<file path="config.mk">
export PLATFORM = sky130hd
export DESIGN_NAME = instruction_loader
export DESIGN_NICKNAME = d
export VERILOG_FILES = /design/src/rtl/loader_pkg.sv /design/src/rtl/instruction_loader_byte_assembler.sv /design/src/rtl/instruction_loader.sv
export SDC_FILE = /design/constraint.sdc
export NUM_CORES = 1
export LEC_CHECK = 0
export ABC_CLOCK_PERIOD_IN_PS = 2200
export CAP_MARGIN = 40
export CORE_ASPECT_RATIO = 0.8
export CORE_MARGIN = 2
export CORE_UTILIZATION = 50
export DETAILED_ROUTE_END_ITERATION = 10
export GPL_TIMING_DRIVEN = 1
export PLACE_DENSITY = 0.87
export SLEW_MARGIN = 40
export SYNTH_ARGS = -nofsm -noshare
export SYNTH_HDL_FRONTEND = slang
export SYNTH_HIERARCHICAL = 1
export SYNTH_SLANG_ARGS = --single-unit
</file>
<file path="constraint.sdc">
create_clock -name clk -period 2.2 [get_ports clk]
set_input_delay 0.33 -clock clk [delete_from_list [all_inputs] [get_ports clk]]
set_output_delay 0.33 -clock clk [all_outputs]
set_load 0.05 [all_outputs]
</file>
<file path="src/rtl/loader_pkg.sv">
// Shared types and constants for the instruction loader.
package loader_pkg;

  typedef enum logic [2:0] {
    IDLE,
    LEN,
    DATA,
    CHECK,
    DONE,
    ERROR
  } loader_state_t;

  localparam int WORD_BYTES = 4;

endpackage

</file>
<file path="src/rtl/instruction_loader_byte_assembler.sv">
// Byte assembler: packs four bytes MSB-first into a 32-bit word.
// next_word/last_byte give the word being completed in the same cycle as
// its final byte; word_valid is a registered pulse one cycle later, raised
// only when emit was high as the final byte arrived.
module byte_assembler
  import loader_pkg::*;
(
  input  logic        clk,
  input  logic        rst,
  input  logic        clear,
  input  logic        byte_valid,
  input  logic        emit,
  input  logic [7:0]  byte_data,
  output logic [31:0] word,
  output logic [31:0] next_word,
  output logic        last_byte,
  output logic        word_valid
);

  logic [1:0]  count;
  logic [31:0] shift;

  assign next_word = {shift[23:0], byte_data};
  assign last_byte = byte_valid && (count == 2'(WORD_BYTES - 1));
  assign word      = shift;

  // Shift register, byte position counter and the word-complete pulse.
  always_ff @(posedge clk or posedge rst) begin
    if (rst) begin
      shift      <= '0;
      count      <= '0;
      word_valid <= 1'b0;
    end else if (clear) begin
      shift      <= '0;
      count      <= '0;
      word_valid <= 1'b0;
    end else begin
      word_valid <= last_byte && emit;
      if (byte_valid) begin
        shift <= next_word;
        count <= count + 2'd1;
      end
    end
  end

endmodule

</file>
<file path="src/rtl/instruction_loader.sv">
// Instruction loader: frames a UART byte stream (32-bit big-endian word
// count, then big-endian words) into instruction memory writes.
// Optional macro LOADER_CHECKSUM_EN adds a trailing XOR checksum byte that
// must match the XOR of all payload bytes.
module instruction_loader
  import loader_pkg::*;
#(
  parameter logic [31:0] BASE_ADDR = 32'h0,
  parameter int          MEM_BYTES = 1024
) (
  input  logic        clk,
  input  logic        rst,
  input  logic        start,
  input  logic [7:0]  rx_data,
  input  logic        rx_valid,
  output logic        write_enable,
  output logic [31:0] byte_address,
  output logic [31:0] write_data,
  output logic        loading,
  output logic        done,
  output logic        error
);

  localparam logic [31:0] MAX_WORDS = 32'(MEM_BYTES / WORD_BYTES);

  loader_state_t state, next_state;

  logic        accept;
  logic        word_valid;
  logic        last_byte;
  logic        last_word;
  logic [31:0] word;
  logic [31:0] next_word;
  logic [31:0] length;
  logic [15:0] word_count;

  // start always wins over a byte arriving in the same cycle.
  assign accept    = rx_valid && !start && ((state == LEN) || (state == DATA));
  assign last_word = ({16'd0, word_count} + 32'd1) == length;

  byte_assembler assembler (
    .clk        (clk),
    .rst        (rst),
    .clear      (start),
    .byte_valid (accept),
    .emit       (state == DATA),
    .byte_data  (rx_data),
    .word       (word),
    .next_word  (next_word),
    .last_byte  (last_byte),
    .word_valid (word_valid)
  );

  assign write_enable = (state == DATA) && word_valid;
  assign write_data   = word;

`ifdef LOADER_CHECKSUM_EN
  logic [7:0] checksum;
  logic       payload_byte;

  // A byte arriving during the final strobe is the checksum, not payload.
  assign payload_byte = accept && (state == DATA) && !(word_valid && last_word);

  // Running XOR over payload bytes only; the header is excluded.
  always_ff @(posedge clk or posedge rst) begin
    if (rst) begin
      checksum <= '0;
    end else if (start) begin
      checksum <= '0;
    end else if (payload_byte) begin
      checksum <= checksum ^ rx_data;
    end
  end
`endif

  // State register.
  always_ff @(posedge clk or posedge rst) begin
    if (rst) begin
      state <= IDLE;
    end else begin
      state <= next_state;
    end
  end

  // Next-state logic; start restarts the load from any state.
  always_comb begin
    next_state = state;
    if (start) begin
      next_state = LEN;
    end else begin
      case (state)
        LEN: begin
          if (last_byte) begin
            if (next_word == 32'd0) begin
`ifdef LOADER_CHECKSUM_EN
              next_state = CHECK;
`else
              next_state = DONE;
`endif
            end else if (next_word > MAX_WORDS) begin
              next_state = ERROR;
            end else begin
              next_state = DATA;
            end
          end
        end
        DATA: begin
          if (word_valid && last_word) begin
`ifdef LOADER_CHECKSUM_EN
            if (rx_valid) begin
              next_state = (rx_data == checksum) ? DONE : ERROR;
            end else begin
              next_state = CHECK;
            end
`else
            next_state = DONE;
`endif
          end
        end
`ifdef LOADER_CHECKSUM_EN
        CHECK: begin
          if (rx_valid) begin
            next_state = (rx_data == checksum) ? DONE : ERROR;
          end
        end
`endif
        default: next_state = state;
      endcase
    end
  end

  // Status outputs decoded from the current state.
  always_comb begin
    loading = (state == LEN) || (state == DATA) || (state == CHECK);
    done    = (state == DONE);
    error   = (state == ERROR);
  end

  // Write address: advances by one word in the cycle after each strobe.
  always_ff @(posedge clk or posedge rst) begin
    if (rst) begin
      byte_address <= BASE_ADDR;
    end else if (start) begin
      byte_address <= BASE_ADDR;
    end else if (write_enable) begin
      byte_address <= byte_address + 32'd4;
    end
  end

  // Count of words written so far and the word count from the header.
  always_ff @(posedge clk or posedge rst) begin
    if (rst) begin
      word_count <= '0;
      length     <= '0;
    end else if (start) begin
      word_count <= '0;
      length     <= '0;
    end else begin
      if (write_enable) begin
        word_count <= word_count + 16'd1;
      end
      if ((state == LEN) && last_byte) begin
        length <= next_word;
      end
    end
  end

endmodule

</file>
==> results.md <==
- Reg2reg setup slack: 0.02 ns
- Worst setup path start: word_count[1]$_DFFE_PP0N_
- Proportion of total power due to net switching: 0.229
- Post-route setup TNS: 0 ns
- CTS Sinks: 116
- Ports placed on the boundary: 80
- Proportion of synthesized area in mux cells: 0.0562
- Max IR drop VDD: 0.559 mV
- Post-route worst hold slack: 0.370 ns
- Count of state elements after synthesis: 116
- Clock buffer count from CTS: 17
- Starting density of the core: 0.520
- Biggest fanout along the worst timing path: 5
- Met3 Usage GRT: 0.0539
- Total of endpoints with negative setup slack in the final report: 0
- Placed instance count: 841
- Filler cell count: 811
- Clock latency on the worst-skew pair: about 0.42 ns
- Int Pwr: 4090 uW
- Compound-cell area share of the yosys netlist: 0.0732
- Vertical die dimension: a little over 100 um
- Min-Delay Endpoint: length[5]$_DFFE_PP0P_
- CP Data Arrival Time: around 2.5 ns
- Placer Congestion: 0.952
- Storage cell area: 2910 sq um
- First-pass GRT wire length: 24600 um
- Area inside the core boundary: 11600 sq um
- Number of nets at the end of the flow: roughly 740
- Area Overhead vs Synth: 28.3%
- Crit Reg-Reg Startpoint: word_count[1]$_DFFE_PP0N_
- Hold path startpoint: start
- Share of power burned in registers: 0.408
- Cts hold-fix bufs: 0
- Antenna violations before repair: 0
- Detailed Route WL: 16100 um
- Maximum number of pins on one net before global-route repair: about 120
- Number of warning messages in the yosys log: 6
- Cell row count: 35
- Number of unique standard cell types used by synthesis: 53
- Ratio of cells with drive above 1 in the final layout: 0.166
- Root cell of the clock tree: sky130_fd_sc_hd__clkbuf_16
- Detailed Place HPWL: about 10000 um
- Clock skew: 0.0120 ns
- Global-route congestion overflow total: 0
- Via count of the first global-routing pass: 4991
- DR vias/cell: 5.81
- Die Footprint: 13000 sq um
- Iteration-0 DRC count of the detailed router: 393
- Combinational power share: 0.050
- Maximum level of the CTS H-tree: 4
- Max-slew headroom: 0.595
- Overall die width: 127 um
- Wirelength per Cell: 18.3 um
- Hold path cells: 3
- Number of nets still failing antenna checks after routing: 0
- DRC violation count after routing: 0
- Area of the multi-input gates: 2800 sq um
- Post-placement worst setup slack: -0.121 ns
- Crit path setup slack, layout: between 0.02 and 0.025 ns
- Series of cell instances along the critical path: ha_4 > buf_4 > nand3_1 > buf_4 > nor2_1 > nand4b_1 > o2111ai_1 > nor3_2 > a41o_1 > a21oi_1
- Post-synthesis share of cell area spent on xor and xnor gates: 0.0796
- Worst Path Required: 2.54 ns
- Met2 Resource Use GR: 0.414
- Pin slew with the least headroom to its limit: ~0.61 ns
- Number of antenna cells inserted: 0
- First-pass DRT Iterations: 5
- Leakage power figure: ~0.0033 uW
- Post-synthesis sequential area ratio: 0.480
- Critical-path cell with the highest stage delay: sky130_fd_sc_hd__dfrtp_2
- Met1 GRT Util: 0.298
- Critical Path Most Common Cell: sky130_fd_sc_hd__buf_4
- Clock tree from TritonCTS: done
- Clock network power share: 0.541
- Instance count of the mapped netlist: 645
- Maximum clock frequency: between 400 and 500 MHz
- Post-Synthesis Mean Instance Area: 9.38 sq um
- Pwr per Cell Area: 684 nW/um^2
- Net switching power of the design: between 1000 and 1500 uW
- Crit path launch type: flop
- Routed via count: approximately 5k
- Number of hold violations in the final report: 0
- Status: completed
- Post-synthesis cell area: 6050 sq um
- Combined global-route utilization of all metal layers: 0.243
- Worst-path clk slew: 0.06 ns
- Combinational family with the most area after synthesis: simple AND/OR/NAND/NOR gates
- Min cycle time layout: approximately 2.2 ns
- Worst Hold Class: in2reg
- Share of synthesized cell area in and, or, nand and nor gates: 0.223
- Worst reg2reg path depth: 10
- Max Slew Vio Count: 0
- Post-synthesis share of cell area spent on full adders, half adders and majority gates: 0.00620
- Most used routing layer: met2
- WS Path Type: reg2reg
- Endpoint type of the worst setup path: flop
- Capturing point of the worst reg2reg path: state[1]$_DFFE_PP0P_
- RSZ-0062 raised after global routing: true
- Maximum Capacitance Violations: 0
- Share of the cycle needed by the critical path after routing: 0.989
- Bufs on Longest Clock Path: 2
- Count of port buffers added during placement: 77
- Non-filler instance count after layout: 883
- Delay of the slowest critical-path stage: 0.43 ns
## layout make-up
cell class | instances | share of cell area
repair buffers | 128 | 0.157
flip-flops and latches | 116 | 0.374
well taps | 148 | 0.0238
clock inverters | 9 | 0.0148
inverters | 7 | 0.00387
multi-input cells | 452 | 0.361
clock buffers | 23 | 0.0654
## kinds of logic after synthesis
kind of cell / after synthesis
compound gates: 73
xor+xnor: 55
fa+ha+maj: 3
buf+inv: 78
flops: 116
mux: 34
other cells: 1
simple gates: 285
## metal layers
| layer | share of wire | up-vias |
|---|---|---|
| met5 | 0 | - |
| met1 | 0.41 | 2539 |
| met2 | 0.50 | 226 |
| li1 | - | 2300 |
| met3 | 0.061 | 65 |
| met4 | 0.038 | 0 |
## synthesized netlist by cell type (all sizes together)
cell type	count	share of area
dfrtp	116	0.48
nand2	97	0.061
nor2	87	0.054
a21oi	46	0.038
buf	46	0.062
mux2i	34	0.056
xor2	29	0.042
xnor2	26	0.038
clkbuf	25	0.016
nand3	17	0.014
nand4	16	0.019
nor4	14	0.014
o21ai	13	0.011
or3	12	0.012
nor3	9	0.0083
inv	7	0.0043
and2	6	0.0066
and3	6	0.0062
and4	4	0.0062
or2	4	0.0041
ha	3	0.0062
nand2b	3	0.0031
a2111o	2	0.0037
a2111oi	2	0.0060
a41o	2	0.0033
nand4b	2	0.0029
nor2b	2	0.0021
nor3b	2	0.0025
nor4b	2	0.0029
a211oi	1	0.0012
a21o	1	0.0012
a2bb2oi	1	0.0014
and3b	1	0.0014
conb	1	0.00062
nor4bb	1	0.0017
o2111a	1	0.0019
o2111ai	1	0.0014
o211ai	1	0.0012
o221ai	1	0.0014
o311ai	1	0.0014
## cell usage in the layout (no fill, tap or decap), drive strengths merged, types with 3 or more instances in the layout
cell	Yosys	layout
a21oi	46	46
and2	6	6
and3	6	6
and4	4	4
buf	46	55
clkbuf	25	23
clkdlybuf4s50	0	72
clkinvlp	0	3
dfrtp	116	116
ha	3	3
inv	7	9
mux2i	34	34
nand2	97	97
nand2b	3	3
nand3	17	17
nand4	16	16
nor2	87	87
nor3	9	9
nor4	14	14
o21ai	13	13
or2	4	4
or3	12	12
xnor2	26	26
xor2	29	29
## what timing repair did
item | CTS | global route
setup buffers | 2 | 7
pin swaps | 4 | 10
endpoints found under the setup margin | 3 | 18
hold endpoints to repair | 0 | 0
resized for setup | 7 | 15
## how the worst max path moves through the flow
stage	endpoint	depth (start not counted)
3_5_place_dp	state[1]$_DFFE_PP0P_	8
3_3_place_gp	state[1]$_DFFE_PP0P_	8
4_1_cts	byte_address[21]$_DFFE_PP0N_	9
5_1_grt	word_count[14]$_DFFE_PP0N_	10
2_1_floorplan	state[1]$_DFFE_PP0P_	8
6_report	state[1]$_DFFE_PP0P_	10
## worst max-delay path, delay by kind of cell (launching register included)
kind / cells / cell delay (ns)
simple gates: 4 / 0.64
compound gates: 3 / 0.56
flops: 1 / 0.43
buf+inv: 2 / 0.30
fa+ha+maj: 1 / 0.15
## through the flow
| step | utilization | instance area [sq um] | power, uW |
|---|---|---|---|
| floorplan | - | 6090 | 2400 |
| global placement | 0.595 | 6930 | 2450 |
| detailed placement | 0.596 | 6940 | 2460 |
| CTS | 0.653 | 7610 | 5290 |
| global route | 0.667 | 7760 | 5440 |
| finish | 0.667 | 7760 | 5310 |
## power by group through the flow
stage	clock (uW)	sequential, uW	combinational [uW]
detailed placement	0	2200	259
floorplan	0	2200	205
global placement	0	2200	250
global route	2980	2170	287
CTS	2870	2170	260
finish	2870	2170	267
## state kept, by name (all words and copies together) (netlist names)
name                  cells
assembler/word_valid      1
state                     3
assembler/word           32
byte_address             30
assembler/count           2
length                   32
word_count               16
Power figures use the tool's default switching activity.
